File: config.mk
export PLATFORM = sky130hd
export DESIGN_NAME = fetch_unit
export DESIGN_NICKNAME = d
export VERILOG_FILES = /design/src/rtl/fetch_unit.sv
export SDC_FILE = /design/constraint.sdc
export NUM_CORES = 1
export LEC_CHECK = 0
export ABC_AREA = 1
export CORE_ASPECT_RATIO = 1.4
export CORE_UTILIZATION = 45
export CTS_CLUSTER_SIZE = 30
export DETAILED_ROUTE_END_ITERATION = 8
export PLACE_DENSITY_LB_ADDON = 0.2
export SYNTH_ARGS = -nofsm -noshare
export SYNTH_HDL_FRONTEND = slang
export SYNTH_SLANG_ARGS = --single-unit
File: constraint.sdc
create_clock -name CLK -period 3.95 [get_ports CLK]
set_input_delay 0.79 -clock CLK [delete_from_list [all_inputs] [get_ports CLK]]
set_output_delay 0.79 -clock CLK [all_outputs]
set_load 0.01 [all_outputs]
File: src/rtl/fetch_unit.sv
// Instruction prefetcher: one outstanding read, DEPTH-entry {pc,word} queue, redirect flush; FETCH_PERF_CNT_EN adds PERF_FETCHED.
// Latency: a word acked in cycle N is at the head in N+1; INST_READY low stops fetching once queue+outstanding fills.
module fetch_unit #(
  parameter logic [31:0] RESET_PC = 32'h0000_0000,
  parameter int          DEPTH    = 4
) (
  input  logic        CLK,
  input  logic        RST,
  output logic        MEM_REQ,
  output logic [31:0] MEM_ADDR,
  input  logic        MEM_ACK,
  input  logic [31:0] MEM_RDATA,
  output logic        INST_VALID,
  output logic [31:0] INST_DATA,
  output logic [31:0] INST_PC,
  input  logic        INST_READY,
  input  logic        REDIRECT,
`ifdef FETCH_PERF_CNT_EN
  output logic [31:0] PERF_FETCHED,
`endif
  input  logic [31:0] REDIRECT_PC
);

  localparam int PW = (DEPTH > 1) ? $clog2(DEPTH) : 1;
  localparam int CW = $clog2(DEPTH) + 1;
  localparam logic [CW-1:0] DEPTH_C = CW'(DEPTH);

  typedef enum logic [1:0] {S_IDLE, S_REQ, S_DISCARD} state_t;

  state_t        r_state, w_state_nxt;
  logic [31:0]   r_pc;
  logic [31:0]   r_old_addr;
  logic [PW-1:0] r_rd_ptr, r_wr_ptr;
  logic [CW-1:0] r_count;
  logic [CW-1:0] w_cnt_after;
  logic [31:0]   r_q_pc   [DEPTH];
  logic [31:0]   r_q_data [DEPTH];
  logic          w_push, w_pop, w_mem_req;
  logic [31:0]   w_redir_pc;

  assign w_redir_pc = REDIRECT_PC & 32'hFFFF_FFFC;
  assign INST_VALID = (r_count != '0);
  assign INST_PC    = r_q_pc[r_rd_ptr];
  assign INST_DATA  = r_q_data[r_rd_ptr];
  assign w_pop      = INST_VALID & INST_READY & ~REDIRECT;
  assign w_push     = (r_state == S_REQ) & MEM_ACK & ~REDIRECT;
  assign w_cnt_after = r_count + CW'(1) - {{(CW-1){1'b0}}, w_pop};
  assign MEM_REQ    = w_mem_req;
  // While discarding, the bus must still see the abandoned request's address.
  assign MEM_ADDR   = (r_state == S_DISCARD) ? r_old_addr : r_pc;

  always_comb begin
    w_state_nxt = r_state;
    w_mem_req   = 1'b0;
    case (r_state)
      S_IDLE: begin
        if (REDIRECT || (r_count < DEPTH_C)) w_state_nxt = S_REQ;
      end
      S_REQ: begin
        w_mem_req = 1'b1;
        if (REDIRECT) w_state_nxt = MEM_ACK ? S_REQ : S_DISCARD;
        else if (MEM_ACK) w_state_nxt = (w_cnt_after < DEPTH_C) ? S_REQ : S_IDLE;
      end
      S_DISCARD: begin
        w_mem_req = 1'b1;
        if (MEM_ACK) w_state_nxt = S_REQ;
      end
      default: w_state_nxt = S_IDLE;
    endcase
  end

  always_ff @(posedge CLK or posedge RST) begin
    if (RST) begin
      r_state    <= S_IDLE;
      r_pc       <= RESET_PC;
      r_old_addr <= RESET_PC;
      r_rd_ptr   <= '0;
      r_wr_ptr   <= '0;
      r_count    <= '0;
    end else begin
      r_state <= w_state_nxt;
      if (r_state == S_REQ && REDIRECT && !MEM_ACK) r_old_addr <= r_pc;
      if (REDIRECT) begin
        r_pc     <= w_redir_pc;
        r_rd_ptr <= '0;
        r_wr_ptr <= '0;
        r_count  <= '0;
      end else begin
        if (w_push) begin
          r_pc     <= r_pc + 32'd4;
          r_wr_ptr <= r_wr_ptr + PW'(1);
        end
        if (w_pop) r_rd_ptr <= r_rd_ptr + PW'(1);
        case ({w_push, w_pop})
          2'b10:   r_count <= r_count + CW'(1);
          2'b01:   r_count <= r_count - CW'(1);
          default: r_count <= r_count;
        endcase
      end
    end
  end

  always_ff @(posedge CLK) begin
    if (w_push) begin
      r_q_pc[r_wr_ptr]   <= r_pc;
      r_q_data[r_wr_ptr] <= MEM_RDATA;
    end
  end

`ifdef FETCH_PERF_CNT_EN
  logic [31:0] r_perf;
  assign PERF_FETCHED = r_perf;

  always_ff @(posedge CLK or posedge RST) begin
    if (RST) r_perf <= '0;
    else if (w_pop) r_perf <= r_perf + 32'd1;
  end
`endif

endmodule

==> results of run 1 <==
-- sequential cells by signal, summed over array words and instances (netlist names) --
register    count
r_wr_ptr        2
r_q_data      128
r_q_pc        120
r_rd_ptr        2
r_old_addr     30
r_count         3
r_pc           30
r_state         2
-- layout make-up --
cell class              instances  area [µm²]  share of cell area, %
inverters                      73         275                   1.67
clock inverters                11        80.1                  0.486
flip-flops and latches        317        9180                   55.7
well taps                     380         475                   2.89
clock buffers                  45         858                   5.21
repair buffers                182        1870                   11.3
multi-input cells             796        3740                   22.7
-- per-layer routing --
layer	GRT usage, %	share of wire, %	vias to the layer above
li1	-	-	4639
met5	0	0	-
met4	9.61	3.6	0
met1	25.1	41	4587
met2	37.6	51	231
met3	2.79	4.5	57
-- cell families after synthesis --
| family | count (synthesis) | synth area share [%] |
|---|---|---|
| AO/OA/AOI/OAI | 305 | 12.0 |
| other | 1 | 0.0279 |
| flip-flops | 317 | 68.2 |
| XOR/XNOR | 7 | 0.456 |
| AND/OR/NAND/NOR | 468 | 13.8 |
| adder cells (fa/ha/maj) | 12 | 1.12 |
| buffers and inverters | 143 | 4.34 |
-- critical path, delay by kind of cell, from the launching register on --
kind,cells,cell delay [ns]
buf+inv,3,1.13
flops,1,0.58
compound gates,2,0.53
-- stage by stage --
step / total power (W) / setup TNS [ns]
global placement: 0.00765 / 0
detailed placement: 0.00772 / 0
global route: 0.0110 / 0
CTS: 0.0105 / 0
floorplan: 0.00614 / -72.14
finish: 0.0104 / 0
-- worst paths after layout --
| kind | from | to | slack (ns) |
|---|---|---|---|
| worst min-delay path | r_old_addr[7]$_DFFE_PP0P_ | r_old_addr[7]$_DFFE_PP0P_ | 0.49 |
| min in group asynchronous | RST | r_old_addr[27]$_DFFE_PP0P_ | 0.64 |
| worst max register to register | r_state[1]$_DFFE_PP0P_ | r_q_data[2][26]$_DFFE_PP_ | 1.43 |
| max in group asynchronous | RST | r_old_addr[2]$_DFFE_PP0P_ | 2.50 |
| worst max-delay path | r_rd_ptr[1]$_DFFE_PP0P_ | INST_PC[21] | 0.35 |
| worst min register to register | r_old_addr[7]$_DFFE_PP0P_ | r_old_addr[7]$_DFFE_PP0P_ | 0.49 |
-- cells in the final DEF, fill, tap and decap left out, types with 14 or more instances in the layout --
cell type	netlist	final
o22ai_1	65	65
clkdlybuf4s50_1	0	160
buf_4	5	14
o21ai_1	52	52
o21ai_0	175	175
clkbuf_16	0	31
nand3_1	35	35
edfxtp_1	248	248
nand2_1	228	227
inv_1	66	65
nor2_1	186	182
dfrtp_1	69	67
-- power by group through the flow --
stage | Combinational [W] | Sequential [W] | Clock, W
final | 0.00316 | 0.00446 | 0.00275
after floorplan | 0.00175 | 0.00440 | 0
after CTS | 0.00321 | 0.00446 | 0.00282
after global placement | 0.00315 | 0.00450 | 0
after global routing | 0.00350 | 0.00452 | 0.00295
after detailed placement | 0.00319 | 0.00453 | 0
==> summary.txt, run 1 <==
Floorplan
  – Die width: 148 µm
  – Ports: 167
  – Die ar.: 30600 µm²
  – Site Rows: 74
  – Die height: 207 µm
  – CORE AREA: 29300 µm²
  – Initial Util: 46.0%

Pwr
  – Clock Power Share: 26.5%
  – Switch share: 32.0%
  – P_sw: 0.00332 W
  – Flop pwr share: 43.0%
  – P_int: 0.00705 W
  – Power Dens Cells: 630 nW/µm²
  – Peak VDD IR: 0.000414 V
  – Comb power frac: 30.5%
  – Leakage: 6.03 nW

Place
  – Area after DPL: 15500 µm²
  – Dpl hpwl: 19.8 mm
  – Placement Setup Slack: 0.858 ns
  – Placer Congestion: 0.864
  – Port bufs: 160
  – Dpl cells: 1748

Logic synthesis
  – Mapped Area: 13400 µm²
  – Fraction of registers with async set/reset: 21.8%
  – Yosys top cell area share: 55.4%
  – Synth top area cells: edfxtp_1 55%, dfrtp_1 13%, o21ai_0 6.5%, nand2_1 6.4%, nor2_1 5.2%
  – Most common library cells after synthesis: 248 x edfxtp_1, 228 x nand2_1, 186 x nor2_1
  – Synthesized instance count: 1253
  – Post-synth EDFFs: 248
  – Sequential area share after synthesis: 68.2%
  – Cell with the most instances after synthesis: edfxtp_1
  – Cell taking the most area after synthesis: edfxtp_1
  – YS warnings: 0
  – Synth cell types: 29
  – Most used DFF post-synth: edfxtp_1
  – Flops & latches, synth: 317
  – Average size of a mapped cell: 10.7 µm²

STA
  – Slew Viols, Final: 0
  – RSZ-0062 raised after global routing: false
  – Final worst slack: 0.347 ns
  – WHS: 0.490 ns
  – Final Critical Period: 3.60 ns
  – Fin crit share: 91.2%
  – Clock Skews: 0.0134 ns
  – Endpoints failing setup: 0
  – Final hold vios: 0
  – Worst-Margin Slew: 0.632 ns
  – Rel. slew slack: 57.8%
  – Achievable frequency: 278 MHz

CTS
  – Worst-path clk slew: 0.06 ns
  – Cts hold-fix bufs: 0
  – H-tree depth: 1
  – Sink Count: 317
  – Clock Path Buffers: 3
  – Cts repair resizes: 0
  – Clock Latency Late Sink: 0.56 ns
  – Post-CTS setup buffer count: 0
  – CTS tree: built
  – CTS buffer count: 30
  – Root Driver: clkbuf_16

Detailed routing
  – DRC Markers: 0
  – Post-route ant nets: 0
  – Routed length per instance: 17.6 µm
  – Vias per cell: 5.27
  – DRT Wirelength: 31.7 mm
  – Vias: 9514
  – DR pass1 iterations: 5
  – Initial DRC Count: 589

Global routing
  – GRT Util Overall: 21.0%
  – Initial antenna violation count: 0
  – Total gr overflow: 0
  – Largest net degree at the start of global routing: 126
  – Vias in the first global route: 9205
  – First-pass GRT wire length: 49.0 mm

Final layout
  – Layout cells sized above 1: 6.81%
  – Diode count: 0
  – Syn-to-layout area delta: 22.5%
  – Fin util: 56.3%
  – Design area: 16500 µm²
  – Non-filler cells, final: 1804
  – Nets: 1481
  – Layout fillers: 2552

Worst setup path
  – WP data arrival: 2.81 ns
  – Reg2Reg Depth: 7
  – Critical path launch point type: flop
  – Crit-path max FO: 36
  – Worst Setup End Kind: output pin
  – Worst endpoint required time: 3.16 ns
  – Setup CP Type: reg2out
  – Crit-path cells: inv_1 -> buf_4 -> o21ai_0 -> o22ai_1 -> clkdlybuf4s50_1
  – Slowest stage delay, CP: 0.62 ns
  – CP max-delay cell: clkdlybuf4s50_1

Run status
  – Status: finished clean

Hold path
  – Hold path cells: 2
  – HP Class: reg2reg

Run
  – Max_cap viols: 0
(Power assumes the default switching activity.)
==> inputs of run 2 (changes only) <==
--- a/config.mk
+++ b/config.mk
@@ -7,6 +7,7 @@
 export LEC_CHECK = 0
 export ABC_AREA = 1
 export CORE_ASPECT_RATIO = 1.4
+export CORE_MARGIN = 10
 export CORE_UTILIZATION = 45
 export CTS_CLUSTER_SIZE = 30
 export DETAILED_ROUTE_END_ITERATION = 8
==> summary.txt, run 2 (synthesis results as in run 1) <==
Place
  – Area after DPL: 15600 µm²
  – Placer Congestion: 0.946
  – Dpl hpwl: 21.5 mm
  – Dpl cells: 1750
  – Port bufs: 160

STA
  – Endpoints failing setup: 0
  – Final Critical Period: 3.66 ns
  – Fin crit share: 92.6%
  – Clock Skews: 0.0163 ns
  – Achievable frequency: 273 MHz
  – RSZ-0062 raised after global routing: false
  – Slew Viols, Final: 0
  – Rel. slew slack: 58.9%
  – Final hold vios: 0
  – Worst-Margin Slew: 0.615 ns

Global routing
  – Initial antenna violation count: 0
  – Largest net degree at the start of global routing: 126
  – GRT Util Overall: 17.2%
  – Vias in the first global route: 9498
  – First-pass GRT wire length: 52.0 mm
  – Total gr overflow: 0

Final layout
  – Non-filler cells, final: 1806
  – Nets: 1483
  – Top Registers: r_q_data: 128 flops, r_q_pc: 120 flops
  – Layout cells sized above 1: 6.73%
  – Reg area: 9180 µm²
  – Layout fillers: 2478
  – Design area: 16500 µm²
  – Max reg flops: 128
  – Most frequent cells in the layout: 248 x edfxtp_1, 227 x nand2_1, 182 x nor2_1
  – Syn-to-layout area delta: 22.8%
  – Multi-input logic area: 3740 µm²
  – Diode count: 0
  – Commonest non-fill, non-tap cell in the layout: edfxtp_1
  – Largest Register: r_q_data

Detailed routing
  – DR top layer: met4
  – Post-route ant nets: 0
  – Vias per cell: 5.26
  – WL met3: 1.64 mm
  – Routed length per instance: 18.2 µm
  – DR pass1 iterations: 5
  – DRC Markers: 0
  – Vias: 9504
  – Routed met1 length: 13.6 mm
  – DRT Wirelength: 32.9 mm
  – Met2 WL: 16.7 mm
  – Initial DRC Count: 697

CTS
  – H-tree depth: 1
  – Clock Path Buffers: 3
  – Cts hold-fix bufs: 0
  – Clock Latency Late Sink: 0.56 ns
  – CTS buffer count: 30
  – CTS tree: built
  – Worst-path clk slew: 0.06 ns
  – Sink Count: 317
  – Root Driver: clkbuf_16
  – Post-CTS setup buffer count: 0
  – Cts repair resizes: 0

Floorplan
  – Initial Util: 45.8%
  – Ports: 167
  – Die width: 166 µm
  – Die ar.: 37300 µm²
  – Die height: 225 µm
  – Site Rows: 74
  – CORE AREA: 29400 µm²

Pwr
  – Peak VDD IR: 0.000389 V
  – Power Dens Cells: 627 nW/µm²
  – Pwr Total: 0.0104 W
  – Leakage: 6.04 nW

Worst setup path
  – Crit-path max FO: 43
  – Worst endpoint required time: 3.16 ns
  – Reg2Reg Depth: 7
  – Slowest stage delay, CP: 0.65 ns
  – WP buf/inv: 2
  – WP data arrival: 2.87 ns
  – CP Launch Point: r_rd_ptr[1]$_DFFE_PP0P_
  – Critical Path Stages: 4
  – Crit-path cells: buf_4 -> o21ai_0 -> o22ai_1 -> clkdlybuf4s50_1
  – Largest delay contributor family on the critical path: buffers and inverters
  – R2R Path Start: r_state[1]$_DFFE_PP0P_
  – Critical path launch point type: flop
  – Worst Setup End Kind: output pin
  – CP max-delay cell: dfrtp_2
  – Setup CP Type: reg2out

Run status
  – Status: finished clean

Run
  – Max_cap viols: 0

Hold path
  – HP Class: in2async
## run 2: metal layers
metal / track usage, % / up-vias
li1: - / 4638
met4: 6.13 / 0
met3: 3.11 / 54
met2: 30.5 / 243
met1: 20.5 / 4569
met5: 0 / -
## run 2: worst register-to-register path, cell delays in order, from the launching register on
cell and delay [ns]:
dfrtp_1 0.42, inv_1 0.09, ha_1 0.24, nand2_2 0.18, nor2_2 0.24, inv_1 0.28, nor2_4 0.44, buf_12 0.25
## run 2: report_power, final
| group | leakage (nW) | internal, W | switching, W | total (W) |
|---|---|---|---|---|
| sequential | 3.09 | 0.00410 | 0.000361 | 0.00446 |
| combinational | 2.50 | 0.00139 | 0.00181 | 0.00319 |
| clock | 0.443 | 0.00153 | 0.00117 | 0.00270 |
## run 2: stage by stage
stage	TNS [ns]	worst slack [ns]	util [%]	hold WS [ns]
floorplan	-72.14	-0.291	-	0.459
global placement	0	0.820	53.1	0.472
detailed placement	0	0.826	53.1	0.478
CTS	0	0.213	56.3	0.465
global route	0	0.145	56.3	0.477
finish	0	0.293	56.3	0.480
## run 2: area by class of cell
cell class | instances | area share, %
clock inverters | 11 | 0.500
inverters | 73 | 1.67
well taps | 380 | 2.88
flip-flops and latches | 317 | 55.6
multi-input cells | 796 | 22.6
clock buffers | 45 | 5.07
repair buffers | 184 | 11.7
## run 2: worst paths after layout
check,endpoint,slack (ns)
setup / recovery,INST_PC[21],0.29
hold / removal,r_old_addr[28]$_DFFE_PP0P_,0.48
setup reg to reg,r_q_data[2][23]$_DFFE_PP_,1.48
hold reg to reg,r_old_addr[10]$_DFFE_PP0P_,0.49
max in group asynchronous,r_rd_ptr[0]$_DFFE_PP0P_,2.84
min in group CLK,r_old_addr[10]$_DFFE_PP0P_,0.49
